[config.mk]
export PLATFORM = sky130hd
export DESIGN_NAME = stream_mux_rr
export DESIGN_NICKNAME = d
export VERILOG_FILES = /design/src/rtl/stream_mux_pkg.sv /design/src/rtl/rr_arbiter.sv /design/src/rtl/stream_mux_rr.sv
export SDC_FILE = /design/constraint.sdc
export NUM_CORES = 1
export LEC_CHECK = 0
export ABC_CLOCK_PERIOD_IN_PS = 3200
export BUFFER_PORTS_ARGS = -buffer_cell sky130_fd_sc_hd__buf_4
export CAP_MARGIN = 20
export CELL_PAD_IN_SITES_DETAIL_PLACEMENT = 1
export CELL_PAD_IN_SITES_GLOBAL_PLACEMENT = 1
export CORE_UTILIZATION = 30
export CTS_CLUSTER_DIAMETER = 100
export DETAILED_ROUTE_END_ITERATION = 10
export GPL_TIMING_DRIVEN = 0
export PLACE_DENSITY = 0.89
export SLEW_MARGIN = 20
export SYNTH_ARGS = -nofsm -noshare
export SYNTH_HDL_FRONTEND = slang
export SYNTH_SLANG_ARGS = --single-unit
export TNS_END_PERCENT = 30
[constraint.sdc]
create_clock -name clk -period 3.2 [get_ports clk]
set_clock_uncertainty 0.2 [all_clocks]
set_input_delay 0.16 -clock clk [delete_from_list [all_inputs] [get_ports clk]]
set_output_delay 0.16 -clock clk [all_outputs]
set_load 0.03 [all_outputs]
[src/rtl/stream_mux_pkg.sv]
// stream_mux_pkg: shared mode constants and the rotated first-set search for stream_mux_rr.
//   MODE_FIXED / MODE_RR : values of the stream_mux_rr mode input
//   rr_first             : index of the first set bit of v[n-1:0], searching from ptr and wrapping; -1 if none
package stream_mux_pkg;
  localparam logic MODE_FIXED = 1'b0;
  localparam logic MODE_RR    = 1'b1;
  // The search runs downward so the candidate nearest ptr is written last and wins.
  function automatic int rr_first(input logic [15:0] v, input int ptr, input int n);
    int r;
    r = -1;
    for (int k = n - 1; k >= 0; k--) if (v[(ptr + k) % n]) r = (ptr + k) % n;
    return r;
  endfunction
endpackage

[src/rtl/rr_arbiter.sv]
// rr_arbiter: combinational round-robin grant with pointer update.
//   in_valid : per-channel request
//   rr_ptr   : channel with highest priority this cycle
//   advance  : the granted channel finished its unit; move the pointer past it
//   grant    : one-hot grant, zero when nothing requests
//   next_ptr : pointer value for the next cycle
module rr_arbiter
  import stream_mux_pkg::*;
#(
  parameter  int N_IN  = 4,
  localparam int SEL_W = $clog2(N_IN)
) (
  input  logic [N_IN-1:0]  in_valid,
  input  logic [SEL_W-1:0] rr_ptr,
  input  logic             advance,
  output logic [N_IN-1:0]  grant,
  output logic [SEL_W-1:0] next_ptr
);
  int w_first;
  always_comb begin
    w_first  = rr_first(16'(in_valid), int'(rr_ptr), N_IN);
    grant    = (w_first >= 0) ? N_IN'(1) << w_first : '0;
    next_ptr = !advance ? rr_ptr : (w_first == N_IN - 1) ? '0 : SEL_W'(w_first + 1);
  end
endmodule

[src/rtl/stream_mux_rr.sv]
// stream_mux_rr: N_IN-to-1 valid/ready stream mux, fixed-select or round-robin, one registered output stage.
//   clk, rst_n          : clock, synchronous active-low reset
//   mode, sel           : 0 = take channel sel, 1 = round-robin among valid channels
//   in_data/valid/ready : packed input channels, channel i at [i*WIDTH +: WIDTH]
//   out_data/valid/ready, out_src : registered output beat and the channel it came from
//   STREAM_MUX_LAST_EN  : adds in_last/out_last; in round-robin a multi-beat packet holds the grant until its last beat
module stream_mux_rr
  import stream_mux_pkg::*;
#(
  parameter  int WIDTH = 32,
  parameter  int N_IN  = 4,
  localparam int SEL_W = $clog2(N_IN)
) (
  input  logic                  clk,
  input  logic                  rst_n,
  input  logic                  mode,
  input  logic [SEL_W-1:0]      sel,
  input  logic [N_IN*WIDTH-1:0] in_data,
  input  logic [N_IN-1:0]       in_valid,
  output logic [N_IN-1:0]       in_ready,
  output logic [WIDTH-1:0]      out_data,
  output logic                  out_valid,
  input  logic                  out_ready,
  output logic [SEL_W-1:0]      out_src
`ifdef STREAM_MUX_LAST_EN
  ,
  input  logic [N_IN-1:0]       in_last,
  output logic                  out_last
`endif
);
  logic [N_IN-1:0]  w_grant, w_arb_grant, w_arb_valid;
  logic [SEL_W-1:0] w_gidx, w_next_ptr;
  logic             w_can_load, w_acc, w_adv, w_last;
  logic [WIDTH-1:0] w_data;
  logic             r_valid;
  logic [WIDTH-1:0] r_data;
  logic [SEL_W-1:0] r_src, r_ptr;
`ifdef STREAM_MUX_LAST_EN
  logic             r_locked, r_last;
  logic [SEL_W-1:0] r_lock_ch;
  // While locked only the owning channel may request, so others see no ready.
  assign w_arb_valid = r_locked ? in_valid & (N_IN'(1) << r_lock_ch) : in_valid;
  assign w_last      = in_last[w_gidx];
  assign out_last    = r_last;
`else
  assign w_arb_valid = in_valid;
  assign w_last      = 1'b1;
`endif
  rr_arbiter #(.N_IN(N_IN)) u_arb (
    .in_valid (w_arb_valid),
    .rr_ptr   (r_ptr),
    .advance  (w_adv),
    .grant    (w_arb_grant),
    .next_ptr (w_next_ptr)
  );
  always_comb begin
    w_can_load = !r_valid || out_ready;
    w_grant    = (mode == MODE_RR) ? w_arb_grant : (int'(sel) < N_IN) ? N_IN'(1) << sel : '0;
    in_ready   = (rst_n && w_can_load) ? w_grant : '0;
    w_acc      = |(in_valid & in_ready);
    w_gidx     = '0;
    for (int i = 0; i < N_IN; i++) if (w_grant[i]) w_gidx = SEL_W'(i);
    w_data     = in_data[w_gidx*WIDTH +: WIDTH];
    w_adv      = w_acc && (mode == MODE_RR) && w_last;
  end
  always_ff @(posedge clk) begin
    if (!rst_n) begin
      r_valid   <= 1'b0;
      r_data    <= '0;
      r_src     <= '0;
      r_ptr     <= '0;
`ifdef STREAM_MUX_LAST_EN
      r_locked  <= 1'b0;
      r_lock_ch <= '0;
      r_last    <= 1'b0;
`endif
    end else begin
      if (w_acc) begin
        r_data  <= w_data;
        r_src   <= w_gidx;
        r_valid <= 1'b1;
      end else if (out_ready) r_valid <= 1'b0;
      r_ptr <= w_next_ptr;
`ifdef STREAM_MUX_LAST_EN
      if (w_acc) r_last <= w_last;
      if (w_acc) r_lock_ch <= w_gidx;
      r_locked <= (mode == MODE_RR) && (w_acc ? !w_last : r_locked);
`endif
    end
  end
  assign out_data  = r_data;
  assign out_valid = r_valid;
  assign out_src   = r_src;
endmodule

==> flow_summary.toml, run 1 <==
[logic_synthesis]
ys_seq_elements = 37
synth_nets = 461
synthCells = 322
netlist_area_sq_um = 2806
yosys.area.top_type = "dfxtp_1"
async_flop_share_pct = 0
yosysSeqAreaShare_pct = 26.39
yosysWarnings = 0
yosysUniqueCellTypes = 47
synth_common_cells = "37 x dfxtp_1, 32 x o22a_1, 26 x a21oi_1"
synth_most_common_cell = "dfxtp_1"
avgSynthCellArea_sq_um = 8.716
synth_top_area_share_pct = 26.39
synth_ff_type = "dfxtp_1"
synth_edf_count = 0
netlist_top_cells_area = "dfxtp_1 26%, a2111oi_2 10%, o22a_1 10%, mux2i_1 7.1%, nor4_1 5.1%"

[global_route]
grt_max_degree = 12
track_usage_pct = 25.68
antenna_found_initial = 0
grt_first_pass_wirelength_um = 19870
grt_overflow = 0
grt_pass1_vias = 3867

[worst_setup_path]
r2r_cells = 7
required_ns = 3.17
rr_endpoint = "out_data[5]"
rrSetupSlack_ns = 0.36
r2r_start = "r_ptr[0]"
path_max_fanout = 10
worstPathArrival_ns = 2.80
path_class = "reg2reg"
cp-start-kind = "flop"
worst_setup_path_end_kind = "flop"

[hold_path]
min_path_type = "in2reg"
hold_path_depth = 3
hp-start = "out_ready"
min_to = "out_valid"

[timing]
hold_violations = 0
worst_slew_pin_slew_ns = 0.8977
rsz0062_at_grt = "no"
max_slew_margin_pct = 40.16
finalSetupTns_ns = 0
slew_viol_final = 0
fin_crit_ns = 2.838
fmax_ghz = 0.3523
period_share_pct = 88.70
finalSetupViolCount = 0
timing.hold.ws_ns = 0.009386

[floorplanning]
ios = 177
die_area_sq_um = 9746
start_util_pct = 31.56
die_w_um = 98.72
core_area_sq_um = 8891
die_height_um = 98.72
rows = 34

[routing]
dr_total_vias = 3603
wirelength_um = 12630
drc_errors = 0
postRouteAntennaNets = 0
dr.pass1.iters = 4
wl_per_cell_um = 20.64
drt_iter0_markers = 170
vias_per_cell = 5.887

[final_layout]
seq_area_sq_um = 740.7
layout-drive-gt1-share_pct = 43.45
antenna_cells = 0
area_growth_syn_to_layout_pct = 55.60
multi_input_area_sq_um = 1852
final_cells = 612
post-route-util_pct = 49.11
fin_nets = 642
fill_cells = 1073

[job]
maxCapViolations = 0

[cts]
clockBufferDepth = 2
clock_sinks = 37
cts_tree = "built"
post-cts-setup-buffer-count = 0
clockRootBuffer = "clkbuf_8"
clock_latency_ns = 0.29
cts_buffers = 5
clk_pin_slew_ns = 0.08
cts_max_level = 2

[power]
power_mw = 1.789
max-vdd-ir-drop_v = 0.0001643
p_per_area_nw_per_um2 = 409.7
leakagePower_nw = 1.924

[placed_design]
port_buffers = 173
hpwl_um = 9935
post-place-cells = 603
place_congestion = 0.8664

[run_status]
status = "completed"
metal layers:
metal	vias up	global-route usage, %	wire length [um]
met5	-	0	0
met3	19	4.184	579
li1	1680	-	-
met2	124	46.75	6673
met4	0	7.922	221
met1	1780	30.88	5157
where the power goes:
part           internal, mW  leakage, nW  switching (mW)
sequential            0.521        0.305          0.0370
clock                 0.254       0.0585           0.174
combinational         0.359         1.56           0.443
layout make-up:
cell class	count	share of cell area (%)
clock inverter	1	0.6877
sequential	37	16.96
clock buffer	7	1.977
inverter	13	1.117
buffer	36	3.782
timing repair buffer	174	29.97
tap	108	3.095
multi-input combinational	236	42.41
critical path, cell delays in order (launching register included):
cell	delay (ns)
dfxtp_1	0.36
nor2b_1	0.17
o21bai_1	0.12
a32oi_1	0.76
clkbuf_1	0.46
o22a_1	0.24
a21oi_1	0.05
a2111oi_1	0.35
metrics by stage:
stage               worst slack [ns]  cell area [sq um]
finish                        0.3616               4367
global placement              0.4950               4240
global route                 0.09327               4367
floorplan                     0.9086               2806
CTS                           0.4102               4367
detailed placement            0.3686               4240
repair_timing:
action / in CTS / in global routing
gates resized for setup: 0 / 0
hold endpoints to repair: 2 / 0
hold buffers: 1 / 0
flip-flops by register name (all words and copies together), names as in the netlist:
name and cells:
out_data 32, out_src 2, out_valid 1, r_ptr 2
logic make-up (layout without fill, tap and decap cells):
group / count (synthesis) / count (layout) / synth area share (%)
compound gates: 146 / 146 / 45.21
simple gates: 69 / 69 / 13.20
buf+inv: 49 / 231 / 7.624
flops: 37 / 37 / 26.39
mux: 20 / 20 / 7.133
fa+ha+maj: 1 / 1 / 0.4458
cell usage in the layout (no fill, tap or decap), drive strengths merged, types with 5 or more instances in the layout:
master     n
a2111oi   24
o22a      32
nor2b      6
nor4      23
clkbuf    30
o22ai     24
a32oi     12
nor2       8
a21oi     26
o221ai     9
mux2i     20
buf      186
dfxtp     37
o21ai      5
inv       13
nand2     18
worst max-delay path by stage:
stage | slack [ns] | to | start
after global routing | 0.09 | out_data[6] | r_ptr[0]
final | 0.36 | out_data[5] | r_ptr[0]
after CTS | 0.41 | out_data[17] | r_ptr[1]
after global placement | 0.49 | out_data[6] | sel[0]
after detailed placement | 0.37 | out_data[5] | sel[0]
after floorplan | 0.91 | out_data[10] | out_valid
Power figures use the tool's default switching activity.
==> inputs of run 2 (changes only) <==
--- a/config.mk
+++ b/config.mk
@@ -6,14 +6,16 @@
 export NUM_CORES = 1
 export LEC_CHECK = 0
 export ABC_CLOCK_PERIOD_IN_PS = 3200
-export BUFFER_PORTS_ARGS = -buffer_cell sky130_fd_sc_hd__buf_4
+export BUFFER_PORTS_ARGS = -buffer_cell sky130_fd_sc_hd__buf_2
 export CAP_MARGIN = 20
 export CELL_PAD_IN_SITES_DETAIL_PLACEMENT = 1
 export CELL_PAD_IN_SITES_GLOBAL_PLACEMENT = 1
+export CORE_ASPECT_RATIO = 1.1
 export CORE_UTILIZATION = 30
 export CTS_CLUSTER_DIAMETER = 100
 export DETAILED_ROUTE_END_ITERATION = 10
 export GPL_TIMING_DRIVEN = 0
+export HOLD_SLACK_MARGIN = 0.02
 export PLACE_DENSITY = 0.89
 export SLEW_MARGIN = 20
 export SYNTH_ARGS = -nofsm -noshare
==> run 2 against run 1 <==
Against the previous run:
- sequential cell count unchanged
- register-to-register slack improved by 0.08 ns
- critical path type is now reg2out
- largest cell class unchanged
- non-clock buffer count unchanged
==> flow_summary.toml, run 2 (synthesized netlist as in run 1, its figures left out) <==
[final_layout]
final_common_cell = "buf_2"
area_growth_syn_to_layout_pct = 39.37
fin_nets = 642
largest_reg_flops = 32
final_cells = 617
layout_common_cells = "179 x buf_2, 37 x dfxtp_1, 32 x o22a_1"
fill_cells = 1144
antenna_cells = 0
layout-drive-gt1-share_pct = 43.34

[cts]
post-cts-setup-buffer-count = 0
clockRootBuffer = "clkbuf_8"
cts_max_level = 2
clock_sinks = 37
cts_tree = "built"
clk_pin_slew_ns = 0.07
clockBufferDepth = 2
cts_buffers = 5
clock_latency_ns = 0.28

[routing]
wirelength_um = 11850
drc_errors = 0
dr_total_vias = 3521
wl_per_cell_um = 19.21
vias_per_cell = 5.707
dr.pass1.iters = 4
postRouteAntennaNets = 0
drt_iter0_markers = 130

[placed_design]
post-place-cells = 609
pre_cts_slack_ns = 0.4845
hpwl_um = 9349
port_buffers = 173
place_congestion = 0.8896

[timing]
finalSetupViolCount = 0
worst_slew_pin_slew_ns = 0.7597
rsz0062_at_grt = "no"
period_share_pct = 87.20
finalSetupTns_ns = 0
hold_violations = 0
timing.hold.ws_ns = 0.03856
fin_crit_ns = 2.790
layout_setup_ws_ns = 0.4097
fmax_ghz = 0.3584
max_slew_margin_pct = 49.35
slew_viol_final = 0

[power]
leakagePower_nw = 1.787
p_seq_share_pct = 34.6
internal_power_uw = 973.0
sw_frac_of_total_pct = 39.37
max-vdd-ir-drop_v = 0.0001988
combinationalPowerShare_pct = 44.6
pwr-share-clk_pct = 20.8
p_switching_uw = 631.8
p_per_area_nw_per_um2 = 410.3

[floorplanning]
die_w_um = 94.22
die_area_sq_um = 9746
ios = 177
rows = 36
die_height_um = 103.4
core_area_sq_um = 8964
start_util_pct = 31.31

[global_route]
antenna_found_initial = 0
track_usage_pct = 23.93
grt_pass1_vias = 3645
grt_overflow = 0
grt_first_pass_wirelength_um = 18080
grt_max_degree = 11

[worst_setup_path]
rrSetupSlack_ns = 0.44
path_max_fanout = 10
worst_setup_path_end_kind = "output port"
worstPathArrival_ns = 2.43
worstSetupEndpoint = "in_ready[2]"
required_ns = 2.84
crit_start = "r_ptr[0]"
path_class = "reg2out"
cp-start-kind = "flop"
r2r_start = "r_ptr[0]"
r2r_cells = 7
rr_endpoint = "out_data[5]"

[hold_path]
min_path_type = "in2reg"

[run_status]
status = "completed"

[job]
maxCapViolations = 0
-- run 2: cell count changes in the layout (fill, tap and decap cells not counted) --
cell | before | now
buf_2 | 6 | 179
buf_4 | 175 | 2
bufinv_16 | 1 | 0
-- run 2: metrics by stage --
step                util (%)  power, mW  area, sq um
finish                 43.63      1.605         3911
global route           43.63      1.686         3911
CTS                    43.63      1.612         3911
detailed placement     42.56      1.274         3815
global placement       42.56      1.248         3815
floorplan                  -      1.023         2806
-- run 2: worst min-delay path by stage --
stage	from	endpoint	slack [ns]	cells after the start
2_1_floorplan	rst_n	r_ptr[1]	0.11	2
3_3_place_gp	out_data[26]	out_data[26]	0.24	2
3_5_place_dp	out_data[2]	out_data[2]	0.26	2
4_1_cts	out_ready	out_valid	0.03	3
5_1_grt	in_data[100]	out_data[4]	0.04	3
6_report	out_ready	out_valid	0.04	3
-- run 2: power by group through the flow --
stage / Combinational [mW] / Clock, mW / Sequential, mW
CTS: 0.715 / 0.342 / 0.554
global placement: 0.687 / 0 / 0.561
detailed placement: 0.710 / 0 / 0.564
floorplan: 0.346 / 0 / 0.677
finish: 0.716 / 0.334 / 0.555
global route: 0.764 / 0.361 / 0.561
-- run 2: worst max-delay path, cell delays in order, from the launching register on --
cell      delay [ns]
dfxtp_1         0.43
nor2b_1         0.09
o21bai_1        0.23
a31oi_1         0.22
a22oi_2         0.40
clkbuf_1        0.49
nor2_1          0.08
buf_2           0.21
-- run 2: layout make-up --
type / count / area [sq um] / area share, %
Tap cell: 114 / 142.6 / 3.647
Inverter: 13 / 48.80 / 1.248
Sequential cell: 37 / 740.7 / 18.94
Clock buffer: 7 / 86.33 / 2.207
Buffer: 36 / 165.2 / 4.223
Timing Repair Buffer: 174 / 875.8 / 22.39
Multi-Input combinational cell: 236 / 1852 / 47.34
-- run 2: routing by layer --
layer | part of all wire (%) | routed length [um] | vias to the layer above | global-route usage [%]
met5 | 0 | 0 | - | 0
met4 | 3.4 | 401 | 0 | 10.53
met3 | 4.2 | 496 | 32 | 4.020
met2 | 53 | 6240 | 119 | 44.09
met1 | 40 | 4715 | 1699 | 27.02
li1 | - | - | 1671 | -
-- run 2: repair_timing --
action                    in CTS  in global routing
hold buffers                   1                  0
gates resized for setup        0                  0
hold endpoints to repair       2                  0
==> inputs of run 3 (changes only) <==
--- a/config.mk
+++ b/config.mk
@@ -5,6 +5,7 @@
 export SDC_FILE = /design/constraint.sdc
 export NUM_CORES = 1
 export LEC_CHECK = 0
+export ABC_AREA = 1
 export ABC_CLOCK_PERIOD_IN_PS = 3200
 export BUFFER_PORTS_ARGS = -buffer_cell sky130_fd_sc_hd__buf_2
 export CAP_MARGIN = 20
@@ -16,7 +17,7 @@
 export DETAILED_ROUTE_END_ITERATION = 10
 export GPL_TIMING_DRIVEN = 0
 export HOLD_SLACK_MARGIN = 0.02
-export PLACE_DENSITY = 0.89
+export PLACE_DENSITY = 0.9
 export SLEW_MARGIN = 20
 export SYNTH_ARGS = -nofsm -noshare
 export SYNTH_HDL_FRONTEND = slang
==> run 3 against run 2 <==
Against the previous run:
- non-clock buffer count up 5
- via count is 22% higher
- area after synthesis rose by 21%
- first-iteration DRC count is 25% higher
- critical path type unchanged
==> flow_summary.toml, run 3 <==
[logic_synthesis]
ys_seq_elements = 37
yosysSeqAreaShare_pct = 21.82
yosysWarnings = 0
synthCells = 576
yosys.area.top_type = "dfxtp_1"
netlist_top_cells_area = "dfxtp_1 22%, nand2_1 15%, nand3b_1 14%, nand3_1 10%, inv_1 8.8%"
synth_ff_type = "dfxtp_1"
synth_edf_count = 0
netlist_area_sq_um = 3395
yosysUniqueCellTypes = 28
synth_nets = 715
avgSynthCellArea_sq_um = 5.893
synth_common_cells = "133 x nand2_1, 80 x inv_1, 76 x nor2_1"
synth_most_common_cell = "nand2_1"
async_flop_share_pct = 0
synth_top_area_share_pct = 21.82

[hold_path]
hp-start = "in_valid[2]"
min_to = "out_src[0]"
hold_path_depth = 4
min_path_type = "in2reg"

[placed_design]
hpwl_um = 10540
place_congestion = 0.8253
pre_cts_slack_ns = 0.6163
port_buffers = 175

[timing]
fmax_ghz = 0.3680
hold_violations = 0
fin_crit_ns = 2.717
finalSetupTns_ns = 0
rsz0062_at_grt = "no"
finalSetupViolCount = 0
slew_viol_final = 0
worst_slew_pin_slew_ns = 0.5360
period_share_pct = 84.91
max_slew_margin_pct = 64.26
layout_setup_ws_ns = 0.4828

[global_route]
antenna_found_initial = 3
grt_pass1_vias = 4313
grt_overflow = 0
grt_first_pass_wirelength_um = 20150
grt_max_degree = 13
track_usage_pct = 22.23

[final_layout]
largest_reg_flops = 32
layout_common_cells = "197 x buf_2, 133 x nand2_1, 80 x inv_1"
antenna_cells = 0
layout-drive-gt1-share_pct = 33.11
final_common_cell = "buf_2"
area_growth_syn_to_layout_pct = 36.01
fill_cells = 1581
fin_nets = 899

[floorplanning]
rows = 40
die_w_um = 103.4
die_area_sq_um = 11740
die_height_um = 113.6
start_util_pct = 30.97
core_area_sq_um = 10960
ios = 177

[worst_setup_path]
path_class = "reg2out"
r2r_start = "r_ptr[0]"
crit_family = "buffers and inverters"
rrSetupSlack_ns = 0.61
worstPathArrival_ns = 2.36
worst_setup_path_end_kind = "output port"
crit_path_frequent_cell = "nand2_2"
cp_slowest_cell = "dfxtp_1"
cp-start-kind = "flop"
rr_endpoint = "out_data[16]"
crit_path_max_incr_delay_ns = 0.31
path_buf_inv = 5
path_max_fanout = 10
required_ns = 2.84
r2r_cells = 16
crit_chain = "buf_6, o21ai_2, nand2_1, nand2_2, inv_2, nand2_2, nand2_2, nand2_4, nor2_4, a21oi_4, buf_4, buf_2, nor2_1, buf_2"

[routing]
dr.pass1.iters = 5
drc_errors = 0
postRouteAntennaNets = 0
dr_total_vias = 4284
vias_per_cell = 4.718
drt_iter0_markers = 162
wirelength_um = 12850
wl_per_cell_um = 14.15

[power]
leakagePower_nw = 2.669
max-vdd-ir-drop_v = 0.0002332
p_per_area_nw_per_um2 = 545.9

[cts]
cts_max_level = 2
cts_tree = "built"
clockBufferDepth = 2
clk_pin_slew_ns = 0.06
clockRootBuffer = "clkbuf_16"
clock_sinks = 37
cts_buffers = 5
clock_latency_ns = 0.28

[run_status]
status = "completed"

[job]
maxCapViolations = 0
==> run 3: cell types whose count changed in the layout (fill, tap and decap cells not counted), sizes merged, moves of 30 or more <==
cell and delta:
nor2 +71, nand3 +75, nand2 +132, o22a -32
o21ai +30, inv +74, nand3b +65
==> run 3: final cells by class <==
cell class              instances  area (sq um)  area share, %
plain buffers                  38         237.7          5.149
repair buffers                177         895.9          19.40
flip-flops and latches         37         740.7          16.04
clock inverters                 3         17.52         0.3794
inverters                      87         336.6          7.290
multi-input cells             414          2079          45.04
well taps                     147         183.9          3.984
clock buffers                   5         125.1          2.710
==> run 3: routing by layer <==
metal	wire length [um]	GRT usage, %	share of wire (%)	vias to the layer above
met3	638	5.331	5.0	37
li1	-	-	-	2165
met1	5230	24.33	41	1959
met5	16	0	0.12	-
met2	6539	40.04	51	119
met4	423	9.577	3.3	4
==> run 3: power by group <==
group,total [mW],internal (mW),switching (mW)
combinational,1.43,0.505,0.928
sequential,0.602,0.550,0.0520
clock,0.486,0.286,0.200
total,2.52,1.34,1.18
==> run 3: kinds of logic after synthesis <==
logic type | Yosys count | synth area share [%]
flops | 37 | 21.82
buf+inv | 125 | 16.92
simple gates | 374 | 54.59
compound gates | 39 | 6.303
fa+ha+maj | 1 | 0.3685
==> run 3: timing repair <==
action	CTS	global route
setup buffers	0	0
hold buffers	2	0
hold endpoints to repair	3	0
resized for setup	0	0
==> run 3: how the worst max path moves through the flow <==
stage	from	end	slack [ns]	cells after the start
after detailed placement	r_ptr[0]	out_data[0]	0.62	19
after floorplan	r_ptr[0]	in_ready[3]	0.91	15
final	r_ptr[0]	in_ready[3]	0.48	14
after global placement	r_ptr[0]	out_data[0]	0.68	19
after CTS	r_ptr[0]	in_ready[3]	0.46	14
after global routing	r_ptr[1]	in_ready[3]	0.33	14
==> run 3: worst register-to-register path, cell delays in order (launching register included) <==
cell and delay, ns:
dfxtp_1 0.31, buf_6 0.14, o21ai_2 0.23, nand2_1 0.13, nand2_2 0.09, inv_2 0.04, nand2_2 0.06, nand2_2 0.05
nand2_4 0.10, o21ai_2 0.08, nand2_2 0.13, clkbuf_1 0.44, nand3b_1 0.13, nand3_1 0.12, nand2_1 0.07, nor2_1 0.10
nor2_1 0.05
==> run 3: metrics by stage <==
| stage | hold slack (ns) | power, mW | instances | area (sq um) | utilization, % |
|---|---|---|---|---|---|
| after floorplan | 0.1018 | 1.620 | 576 | 3395 | - |
| after global placement | 0.2634 | 2.009 | 898 | 4454 | 40.64 |
| after global routing | 0.04491 | 2.708 | 908 | 4617 | 42.12 |
| after detailed placement | 0.2798 | 2.043 | 898 | 4454 | 40.64 |
| after CTS | 0.02844 | 2.544 | 908 | 4617 | 42.12 |
| final | 0.03243 | 2.521 | 908 | 4617 | 42.12 |
